File: src/rtl/pattern_sequencer.sv
// pattern_sequencer: frame-synchronous source selector between the HDMI
// timing/encoder core and a bank of pixel-pattern generators. It tracks pixel
// coordinates from the encoder strobes, and switches the active pattern source
// only at frame boundaries, on a next request, a direct load or a dwell timeout.
module pattern_sequencer #(
   parameter int NUM_SRC      = 4,
   parameter int SEL_W        = 2,
   parameter int DWELL_FRAMES = 300,
   parameter int DWELL_W      = 9
) (
   input  logic                  i_pixclk,
   input  logic                  i_reset,
   input  logic                  i_rd,
   input  logic                  i_newline,
   input  logic                  i_newframe,
   input  logic                  i_next,
   input  logic                  i_load,
   input  logic [SEL_W-1:0]      i_load_sel,
   input  logic                  i_auto,
   input  logic [NUM_SRC*24-1:0] i_pix,
   output logic [11:0]           o_hcount,
   output logic [11:0]           o_vcount,
   output logic [SEL_W-1:0]      o_sel,
   output logic [23:0]           o_pix,
   output logic                  o_locked,
   output logic                  o_switch
);

   localparam logic [0:0] ST_INIT = 1'b0;
   localparam logic [0:0] ST_RUN  = 1'b1;

   localparam logic [SEL_W-1:0]   MAX_SEL    = SEL_W'(NUM_SRC - 1);
   localparam logic [DWELL_W-1:0] DWELL_LAST = DWELL_W'(DWELL_FRAMES - 1);

   logic [0:0]         state;
   logic               pending_load;
   logic               pending_next;
   logic [SEL_W-1:0]   load_sel_q;
   logic [DWELL_W-1:0] dwell;

   logic               req_load;
   logic               req_next;
   logic [SEL_W-1:0]   req_sel;
   logic [SEL_W-1:0]   sel_inc;
   logic [SEL_W-1:0]   sel_clamped;
   logic [SEL_W-1:0]   new_sel;
   logic               do_change;
   logic [23:0]        pix_mux;

   // Frame alignment: wait in INIT for the first frame strobe, then run forever.
   always_ff @(posedge i_pixclk) begin
      // NOTE: every register in a clocked block uses <= so that all state
      // updates see the values from before the edge, regardless of order.
      if (i_reset) begin
         state    <= ST_INIT;
         o_locked <= 1'b0;
      end else if (state == ST_INIT && i_newframe) begin
         state    <= ST_RUN;
         o_locked <= 1'b1;
      end
   end

   // Pixel/line coordinates; frame strobe beats line strobe beats pixel read.
   always_ff @(posedge i_pixclk) begin
      if (i_reset || state == ST_INIT) begin
         o_hcount <= '0;
         o_vcount <= '0;
      end else if (i_newframe) begin
         o_hcount <= '0;
         o_vcount <= '0;
      end else if (i_newline) begin
         o_hcount <= '0;
         o_vcount <= o_vcount + 12'd1;
      end else if (i_rd) begin
         o_hcount <= o_hcount + 12'd1;
      end
   end

   // Boundary decision: requests arriving with the frame strobe count as
   // pending, so they take effect at this same boundary.
   always_comb begin
      // NOTE: each variable gets a default before any branch so that no path
      // leaves it unassigned, which would otherwise infer a latch.
      req_load    = pending_load | i_load;
      req_next    = pending_next | i_next;
      req_sel     = i_load ? i_load_sel : load_sel_q;
      sel_inc     = (o_sel == MAX_SEL) ? '0 : o_sel + 1'b1;
      sel_clamped = (req_sel > MAX_SEL) ? MAX_SEL : req_sel;
      do_change   = 1'b1;
      new_sel     = o_sel;
      if (req_load) begin
         new_sel = sel_clamped;
      end else if (req_next) begin
         new_sel = sel_inc;
      end else if (i_auto && dwell == DWELL_LAST) begin
         new_sel = sel_inc;
      end else begin
         do_change = 1'b0;
      end
   end

   // Request latching during the frame and source switching at its boundary.
   always_ff @(posedge i_pixclk) begin
      if (i_reset) begin
         o_sel        <= '0;
         o_switch     <= 1'b0;
         pending_load <= 1'b0;
         pending_next <= 1'b0;
         load_sel_q   <= '0;
         dwell        <= '0;
      end else if (state == ST_RUN) begin
         o_switch <= 1'b0;
         if (i_newframe) begin
            o_sel        <= new_sel;
            o_switch     <= (new_sel != o_sel);
            pending_load <= 1'b0;
            pending_next <= 1'b0;
            if (do_change || !i_auto) begin
               dwell <= '0;
            end else begin
               dwell <= dwell + 1'b1;
            end
         end else begin
            if (i_load) begin
               pending_load <= 1'b1;
               load_sel_q   <= i_load_sel;
            end
            if (i_next) begin
               pending_next <= 1'b1;
            end
         end
      end
   end

   // Source multiplexer: picks the 24-bit slice of the active source.
   always_comb begin
      pix_mux = '0;
      for (int k = 0; k < NUM_SRC; k++) begin
         if (o_sel == SEL_W'(k)) begin
            pix_mux = i_pix[24*k +: 24];
         end
      end
   end

   // Registered pixel output; black until the stream is frame-aligned.
   always_ff @(posedge i_pixclk) begin
      if (i_reset || state == ST_INIT) begin
         o_pix <= '0;
      end else begin
         o_pix <= pix_mux;
      end
   end

endmodule

File: config.mk
export PLATFORM = sky130hd
export DESIGN_NAME = pattern_sequencer
export DESIGN_NICKNAME = d
export VERILOG_FILES = /design/src/rtl/pattern_sequencer.sv
export SDC_FILE = /design/constraint.sdc
export NUM_CORES = 1
export LEC_CHECK = 0
export CAP_MARGIN = 20
export CORE_MARGIN = 4
export CORE_UTILIZATION = 41
export DETAILED_ROUTE_END_ITERATION = 8
export GPL_ROUTABILITY_DRIVEN = 0
export HOLD_SLACK_MARGIN = 0.12
export PLACE_DENSITY = 0.88
export SLEW_MARGIN = 5
export SYNTH_ARGS = -nofsm -noshare
export SYNTH_HDL_FRONTEND = slang
export SYNTH_SLANG_ARGS = --single-unit
export TNS_END_PERCENT = 100
File: constraint.sdc
create_clock -name i_pixclk -period 2.3 [get_ports i_pixclk]
set_input_delay 0.23 -clock i_pixclk [delete_from_list [all_inputs] [get_ports i_pixclk]]
set_output_delay 0.23 -clock i_pixclk [all_outputs]
set_load 0.02 [all_outputs]
==> metrics.txt, run 1 <==
fin crit share 0.8652; nets@finish around 660; Tmin final about 2 ns; CP max stage delay ~0.48 ns; post-synthesis sequential area ratio 0.3866; Iteration-0 DRC Markers between 100 and 150; synth unique cells 45; share of cells above drive strength 1 0.06581; WL final approximately 11000 um; I/O pin count between 150 and 200; Least-Margin Pin Slew ~0.57 ns; worst setup path end o_pix[1]; Startpoint Class flip-flop; # Post-CTS Setup Buffers 0; Synth Instances 395; reg-to-reg endpoint o_pix[1]; TNS Setup 0 ns; initial core utilization 0.4289; Leak Pwr approximately 0.0019 uW; DIE AREA about 9700 sq um; pwr dens ~540 nW/um^2; vias in the first global route between 3k and 4k; Area Growth Syn to Fin 53.46%; final setup violation count 0; chip height just under 100 um; Worst slew margin 0.6164; peak supply drop between 400 and 500 uV; DRT antenna net count 0; CP max FO 23; RSZ-0062 raised after global routing no; Slew Limit Fails 0; maxcap violations 0; yosys warns 0; Cell Chain, Critical Path inv_1 -> ha_1 -> nor2b_4 -> a221oi_1 -> a211o_1 -> a21oi_1; CP Data Arrival Time 2.26 ns; worst hold path type in -> reg; Yosys reg bits between 60 and 70; Vias 3442; clock root buffer master clkbuf_8; Total GRT Usage 0.2158; CP max-delay cell nor2b_4; Reg clk slew, reported paths around 0.080 ns; clk sinks 65; flop-to-flop setup slack 0.31 ns; DP HPWL 8027 um; Std-Cell Core Area about 7800 sq um; CTS tree done; n_diodes 0; first-pass GRT wire length 16870 um; Longest Clk Path Bufs 2; reg2reg path depth 6; FP Rows 32; fin util 0.6582; reg2reg start o_sel[1]; DRC 0; CTS H-Tree Depth 3; Netlist Area Pre-Place approximately 3400 sq um; total CTS buffers 9; Fin. Hold Viols 0; Via density 5.304; CP Capture Type flip-flop; Highest Clock Rate approximately 500 MHz; Mapped Nets 508; buffer and inverter count on the worst path 1; number of port buffers ~160; crit path from o_sel[1]; largest net degree at the start of global routing 50; PostCTS Resize Cnt 0; clk_lat worst skew between 0.3 and 0.4 ns; antenna violations before repair 0; CTS Hold Bufs 0; Overflow after GRT 0; Avg Synthesized Cell Area 8.521 sq um; clk_skew around 0.0097 ns; Critical Path RT between 2 and 3 ns; WP depth 6; die width 98.61 um; Worst path top cell family by delay compound AO/OA/AOI/OAI gates; WL/cell between 15 and 20 um; WS Path Type reg -> reg; total power around 2800 uW; status finished, final reports clean; Pre-Repair DR Iteration Count 5
how the worst min path moves through the flow:
| stage | start | endpoint | depth (start not counted) |
|---|---|---|---|
| final | i_pix[81] | o_pix[9] | 3 |
| after global routing | i_pix[83] | o_pix[11] | 3 |
| after CTS | i_pix[93] | o_pix[21] | 3 |
| after detailed placement | o_switch | o_switch | 2 |
| after global placement | o_switch | o_switch | 2 |
| after floorplan | i_newframe | state | 2 |
report_power, final:
group	total [uW]	leakage, uW	switching [uW]	internal (uW)
logic	604	0.00130	256	349
clock network	994	0.000104	482	511
registers	1180	0.000527	23.0	1160
cell usage after synthesis (all sizes together):
library cell	count	area share
a31oi	1	0.0063
a22o	1	0.0026
nor4	5	0.011
and3	1	0.0019
xnor2	20	0.052
or2	2	0.0037
xor2	11	0.029
a21oi	27	0.040
o21ai	3	0.0045
nor2b	2	0.0059
a211o	25	0.065
and2	3	0.0056
a41oi	1	0.0082
nand3	10	0.016
o211a	1	0.0030
o211ai	2	0.0045
buf	18	0.035
and3b	1	0.0026
a2111oi	1	0.0026
a31o	1	0.0026
o22ai	2	0.0037
nor2	46	0.053
dfxtp	65	0.39
clkbuf	10	0.011
a221oi	24	0.062
nor3	7	0.010
inv	33	0.037
and4	2	0.0052
nand4	10	0.023
nand2	42	0.047
nor3b	1	0.0037
and4bb	1	0.0037
a211oi	2	0.0045
mux2i	7	0.021
ha	7	0.026
metal layers:
layer / vias to the layer above / routed length [um] / track usage
met2: 161 / 5498 / 0.3843
met1: 1584 / 3979 / 0.2439
met4: 0 / 277 / 0.07983
met3: 22 / 828 / 0.06228
met5: - / 0 / 0
li1: 1675 / - / -
stage by stage:
stage	worst slack [ns]	area (sq um)	hold slack, ns	instances
after global placement	0.3916	4962	0.4418	633
after detailed placement	0.3232	4962	0.4417	633
after global routing	0.08686	5165	0.4314	649
after floorplan	0.4630	3366	0.3458	395
after CTS	0.3136	5165	0.4203	649
final	0.3100	5165	0.4393	649
layout make-up:
class | instances | area (sq um)
Clock buffer | 9 | 123.9
Clock inverter | 7 | 78.83
Fill cell | 668 | 2683
Inverter | 33 | 123.9
Multi-Input combinational cell | 269 | 1785
Sequential cell | 65 | 1301
Tap cell | 102 | 127.6
Timing Repair Buffer | 164 | 1624
cell usage in the layout (no fill, tap or decap), drive strengths merged:
cell type | synthesis | final
a31oi | 1 | 1
ha | 7 | 7
a2111oi | 1 | 1
o21ai | 3 | 3
nor2b | 2 | 2
nor4 | 5 | 5
o211a | 1 | 1
clkbuf | 10 | 9
buf | 18 | 7
and2 | 3 | 3
nand3 | 10 | 10
nor3 | 7 | 7
nor2 | 46 | 46
and3b | 1 | 1
and4bb | 1 | 1
a211oi | 2 | 2
a41oi | 1 | 1
a22o | 1 | 1
xor2 | 11 | 11
a221oi | 24 | 24
a21oi | 27 | 27
inv | 33 | 35
or2 | 2 | 2
mux2i | 7 | 7
o22ai | 2 | 2
a31o | 1 | 1
dfxtp | 65 | 65
nand2 | 42 | 42
nand4 | 10 | 10
clkdlybuf4s50 | 0 | 157
and4 | 2 | 2
o211ai | 2 | 2
a211o | 25 | 25
bufinv | 0 | 1
xnor2 | 20 | 20
clkinv | 0 | 4
and3 | 1 | 1
nor3b | 1 | 1
tightest hold or removal path, delay by kind of cell:
kind                   cells  cell delay (ns)
and+or+nand+nor            1             0.07
AOI/OAI and AO/OA          1             0.05
buffers and inverters      1             0.40
sequential cells by signal, indices dropped and copies added (netlist names), 2 cells and up:
name	cells
o_vcount	12
load_sel_q	2
dwell	9
o_hcount	12
o_pix	24
o_sel	2
cell families after synthesis:
family	share of synthesized area
and+or+nand+nor	0.1929
DFF	0.3866
adders and majority gates	0.02602
muxes	0.02082
AOI/OAI and AO/OA	0.2100
xor gates and xnor gates	0.08067
buffers and inverters	0.08290
Power figures use the tool's default switching activity.
==> run 2: changes to the inputs <==
--- a/config.mk
+++ b/config.mk
@@ -12,6 +12,7 @@
 export GPL_ROUTABILITY_DRIVEN = 0
 export HOLD_SLACK_MARGIN = 0.12
 export PLACE_DENSITY = 0.88
+export SETUP_SLACK_MARGIN = 0.2
 export SLEW_MARGIN = 5
 export SYNTH_ARGS = -nofsm -noshare
 export SYNTH_HDL_FRONTEND = slang
==> run 2 against run 1 <==
Effect of this change:
- final cell count grew 0.15%
- via count grew 1.4%
- clock skew grew 0.0012 ns
- global-route usage is the same
- core utilization grew 0.19 points
- non-clock buffer count is the same
- power grew 0.45%
- critical endpoint is now o_pix[22]
==> metrics.txt, run 2 (synthesized netlist as in run 1, its figures left out) <==
most frequent cells in the layout 157 x clkdlybuf4s50_1, 64 x dfxtp_1, 44 x nor2_1, 42 x nand2_1, 32 x inv_1; clock share of power 0.356; CP max FO 25; CP Data Arrival Time around 2.2 ns; WS Path Type reg -> reg; Least-Margin Pin Slew roughly 0.47 ns; fill count approximately 660; Area Growth Syn to Fin 53.90%; peak supply drop ~400 uV; Worst slew margin 0.6801; maxcap violations 0; CP max stage delay between 0.4 and 0.5 ns; clk_skew about 0.011 ns; largest net degree at the start of global routing 50; initial core utilization 0.4289; CTS tree done; number of flip-flops in the largest register 24; die width between 90 and 100 um; fin area 5180 sq um; Fin. Hold Viols 0; Leak Pwr ~0.0019 uW; combinational share of power 0.220; Reg power frac 0.423; final setup violation count 0; Overflow after GRT 0; fin crit share 0.8185; Regs by FF count o_pix x24, o_hcount x12, o_vcount x12; Via density approximately 5.4; Int Pwr roughly 2000 uW; Longest Clk Path Bufs 2; DIE AREA 9723 sq um; DP HPWL ~8000 um; DRT antenna net count 0; Critical Path RT about 2.6 ns; WL final 10750 um; total CTS buffers 9; pwr dens 538.9 nW/um^2; Reg clk slew, reported paths 0.08 ns; worst hold path type in -> reg; CTS Hold Bufs 0; Vias 3490; DRC 0; net switching power roughly 770 uW; chip height 98.61 um; Worst path top cell family by delay compound AO/OA/AOI/OAI gates; dpl cell area between 4000 and 5000 sq um; status finished, final reports clean; I/O pin count 158; buffer and inverter count on the worst path 2; Tmin final ~1.9 ns; Std-Cell Core Area between 7000 and 8000 sq um; PostCTS Resize Cnt 0; WL/cell about 17 um; CP Capture Type flip-flop; vias in the first global route 3323; n_diodes 0; clk sinks between 60 and 70; share of cells above drive strength 1 0.06934; antenna violations before repair 0; TNS Setup 0 ns; Sw Share 0.2752; number of port buffers 157; Cell Chain, Critical Path inv_1 -> ha_1 -> buf_4 -> and3b_1 -> a211oi_1 -> a211o_1 -> a21oi_1; clk_lat worst skew 0.35 ns; clock root buffer master clkbuf_8; first-pass GRT wire length between 15000 and 20000 um; Highest Clock Rate 531.2 MHz; Pre-Repair DR Iteration Count 4; Iteration-0 DRC Markers 156; Startpoint Class flip-flop; nets@finish around 660; FP Rows 32; Slew Limit Fails 0; # Post-CTS Setup Buffers 0; Top reg by flops o_pix; RSZ-0062 raised after global routing no; CTS H-Tree Depth 3; CP max-delay cell dfxtp_1; commonest non-fill, non-tap cell in the layout clkdlybuf4s50_1; Total GRT Usage 0.2158
[run 2: cell count changes in the layout (fill, tap and decap cells not counted)]
cell	change
dfxtp_2	+1
nor2b_4	+1
dfxtp_1	-1
[run 2: power groups by stage]
stage / logic (uW) / registers, uW / clock network [uW]
detailed placement: 602 / 1210 / 0
global placement: 587 / 1210 / 0
CTS: 605 / 1180 / 1030
floorplan: 293 / 1230 / 0
finish: 615 / 1180 / 995
global route: 663 / 1190 / 1070
[run 2: worst paths after layout]
| path | startpoint | to | slack (ns) | cells after the start |
|---|---|---|---|---|
| setup / recovery | o_sel[1] | o_pix[22] | 0.42 | 7 |
| hold / removal | i_pix[81] | o_pix[9] | 0.44 | 3 |
| setup reg to reg | o_sel[1] | o_pix[22] | 0.42 | 7 |
| hold reg to reg | o_switch | o_switch | 0.45 | 2 |
[run 2: routing by layer]
layer	wire [um]	global-route usage
met1	3990	0.2439
met2	5511	0.3843
met3	934	0.06228
met4	316	0.07983
met5	0	0
[run 2: final cells by class]
type	instances	area, sq um	share of cell area
clock buffers	9	123.9	0.02391
clock inverters	7	78.83	0.01522
inverters	33	123.9	0.02391
multi-input cells	270	1799	0.3473
flip-flops and latches	65	1303	0.2514
well taps	102	127.6	0.02464
repair buffers	164	1624	0.3135
[run 2: metrics by stage]
step / total power, uW / worst slack, ns / cells / hold slack (ns) / utilization
global route: 2921 / 0.2245 / 650 / 0.4314 / 0.6601
global placement: 1793 / 0.3916 / 633 / 0.4418 / 0.6323
finish: 2791 / 0.4174 / 650 / 0.4381 / 0.6601
floorplan: 1527 / 0.4630 / 395 / 0.3458 / -
detailed placement: 1809 / 0.3232 / 633 / 0.4417 / 0.6323
CTS: 2814 / 0.3136 / 649 / 0.4203 / 0.6582
[run 2: tightest hold or removal path, delay by kind of cell]
| kind | cells | cell delay (ns) |
|---|---|---|
| and+or+nand+nor | 1 | 0.07 |
| AOI/OAI and AO/OA | 1 | 0.05 |
| buffers and inverters | 1 | 0.40 |
==> run 3: changes to the inputs <==
==> constraint.sdc (replaced) <==
create_clock -name i_pixclk -period 1.95 [get_ports i_pixclk]
set_input_delay 0.195 -clock i_pixclk [delete_from_list [all_inputs] [get_ports i_pixclk]]
set_output_delay 0.195 -clock i_pixclk [all_outputs]
set_load 0.02 [all_outputs]
==> run 3 against run 2 <==
Effect of this change:
- final area rose by 1.5%
- global-route usage decreased by 0.34 points
- flip-flop and latch count stayed put
- first-iteration DRC count is 29% lower
- sequential power up 18%
- non-clock buffer count rose by 2
- count of clock-buffer cells in the layout unchanged
- clock power rose by 27%
- worst hold slack lost 0.040 ns
- clock skew fell by 0.0037 ns
==> metrics.txt, run 3 (synthesized netlist as in run 1, its figures left out) <==
DR top layer met4; fin crit share 0.8590; Iteration-0 DRC Markers 111; Slew Limit Fails 0; clk_skew 0.007203 ns; Leak Pwr 0.001954 uW; vias in the first global route approximately 3.4k; fill count about 640; clock root buffer master clkbuf_8; WHS Endpoint o_pix[11]; Tmin final between 1.5 and 2 ns; met3 WL approximately 700 um; Regs by FF count o_pix x24, o_hcount x12, o_vcount x12; Vias approximately 3.4k; CP max-delay cell clkdlybuf4s50_1; Total GRT Usage 0.2124; reg2reg start o_sel[0]; I/O pin count between 150 and 200; Critical Path RT approximately 1.8 ns; Startpoint Class flip-flop; reg-to-reg endpoint o_switch; final setup violation count 0; WL final 10430 um; Longest Clk Path Bufs 2; WS Path Type reg -> out; buffer and inverter count on the worst path 1; # Post-CTS Setup Buffers 0; maxcap violations 0; clk_lat worst skew between 0.3 and 0.4 ns; Worst slew margin 0.7442; peak supply drop ~550 uV; Highest Clock Rate between 500 and 600 MHz; most frequent cells in the layout 157 x clkdlybuf4s50_1, 62 x dfxtp_1, 44 x nor2_1, 42 x nand2_1, 32 x inv_1; flop-to-flop setup slack between 0.3 and 0.4 ns; largest net degree at the start of global routing 50; CP max stage delay roughly 0.66 ns; CP Capture Type primary output; Via density ~5.3; Top reg by flops o_pix; Area Growth Syn to Fin 56.21%; CTS H-Tree Depth 3; CP max FO 5; Fin. Hold Viols 0; Least-Margin Pin Slew between 0.3 and 0.4 ns; reg2reg path depth 6; share of cells above drive strength 1 0.07832; first-pass GRT wire length approximately 17000 um; nets@finish about 660; Cell Chain, Critical Path clkdlybuf4s50_1; Final Worst Setup Slack 0.2750 ns; Overflow after GRT 0; n_diodes 0; met2 WL around 5300 um; die width between 90 and 100 um; Std-Cell Core Area between 7000 and 8000 sq um; WL/cell roughly 16 um; WHS Path Cells 3; CP Data Arrival Time approximately 1.5 ns; Metal-1 WL 4170 um; fin util 0.6700; crit path from o_hcount[2]; commonest non-fill, non-tap cell in the layout clkdlybuf4s50_1; Pre-Repair DR Iteration Count 4; Worst path top cell family by delay buffers and inverters; clk sinks 65; CTS tree done; DRT antenna net count 0; Worst Hold Launch i_pix[83]; total CTS buffers 9; status finished, final reports clean; pwr dens ~650 nW/um^2; antenna violations before repair 0; initial core utilization 0.4289; RSZ-0062 raised after global routing no; FP Rows 32; DP HPWL about 8000 um; number of flip-flops in the largest register 24; number of port buffers 157; pre-CTS WS just under 0.2 ns; DRC 0; worst hold path type in -> reg; chip height slightly below 100 um; DIE AREA about 9700 sq um; TNS Setup 0 ns; Reg clk slew, reported paths 0.08 ns
[run 3: worst max-delay path by stage]
stage	endpoint	slack, ns	cells past startpoint
after global placement	o_switch	0.25	5
after global routing	o_hcount[2]	0.21	1
after floorplan	o_switch	0.21	7
after CTS	o_switch	0.22	6
after detailed placement	o_switch	0.20	6
final	o_hcount[2]	0.28	1
[run 3: where the power goes]
group	internal [uW]	switching (uW)	total, uW	leakage (uW)
sequential	1370	27.5	1390	0.000529
clock	719	541	1260	0.000106
combinational	437	309	746	0.00132
total	2520	878	3400	0.00195
[run 3: area by class of cell]
cell class / count / area, sq um / area share
multi-input cells: 269 / 1794 / 0.3413
repair buffers: 166 / 1684 / 0.3203
flip-flops and latches: 65 / 1310 / 0.2492
well taps: 102 / 127.6 / 0.02427
inverters: 33 / 123.9 / 0.02356
clock buffers: 9 / 123.9 / 0.02356
clock inverters: 7 / 93.84 / 0.01785
[run 3: through the flow]
step / hold WS (ns) / std cells / area (sq um) / total power, uW
detailed placement: 0.4671 / 635 / 5017 / 2161
floorplan: 0.3108 / 395 / 3368 / 1802
finish: 0.3983 / 651 / 5258 / 3400
global route: 0.3927 / 651 / 5258 / 3558
global placement: 0.4619 / 635 / 5017 / 2142
CTS: 0.3757 / 651 / 5238 / 3434
[run 3: repair_timing]
action / in CTS / in global routing
hold buffers: 0 / 0
endpoints found under the setup margin: 2 / 8
resized for setup: 2 / 6
[run 3: worst reg2reg max path: stages (launching register included)]
cell and delay, ns:
dfxtp_4 0.41, inv_1 0.07, ha_1 0.31, mux2i_1 0.11, o211a_1 0.24, a2111oi_2 0.28
o21ai_1 0.10
[run 3: routing by layer]
metal	global-route usage	vias up
li1	-	1689
met1	0.2378	1604
met2	0.3864	128
met3	0.05662	22
met4	0.07458	0
met5	0	-
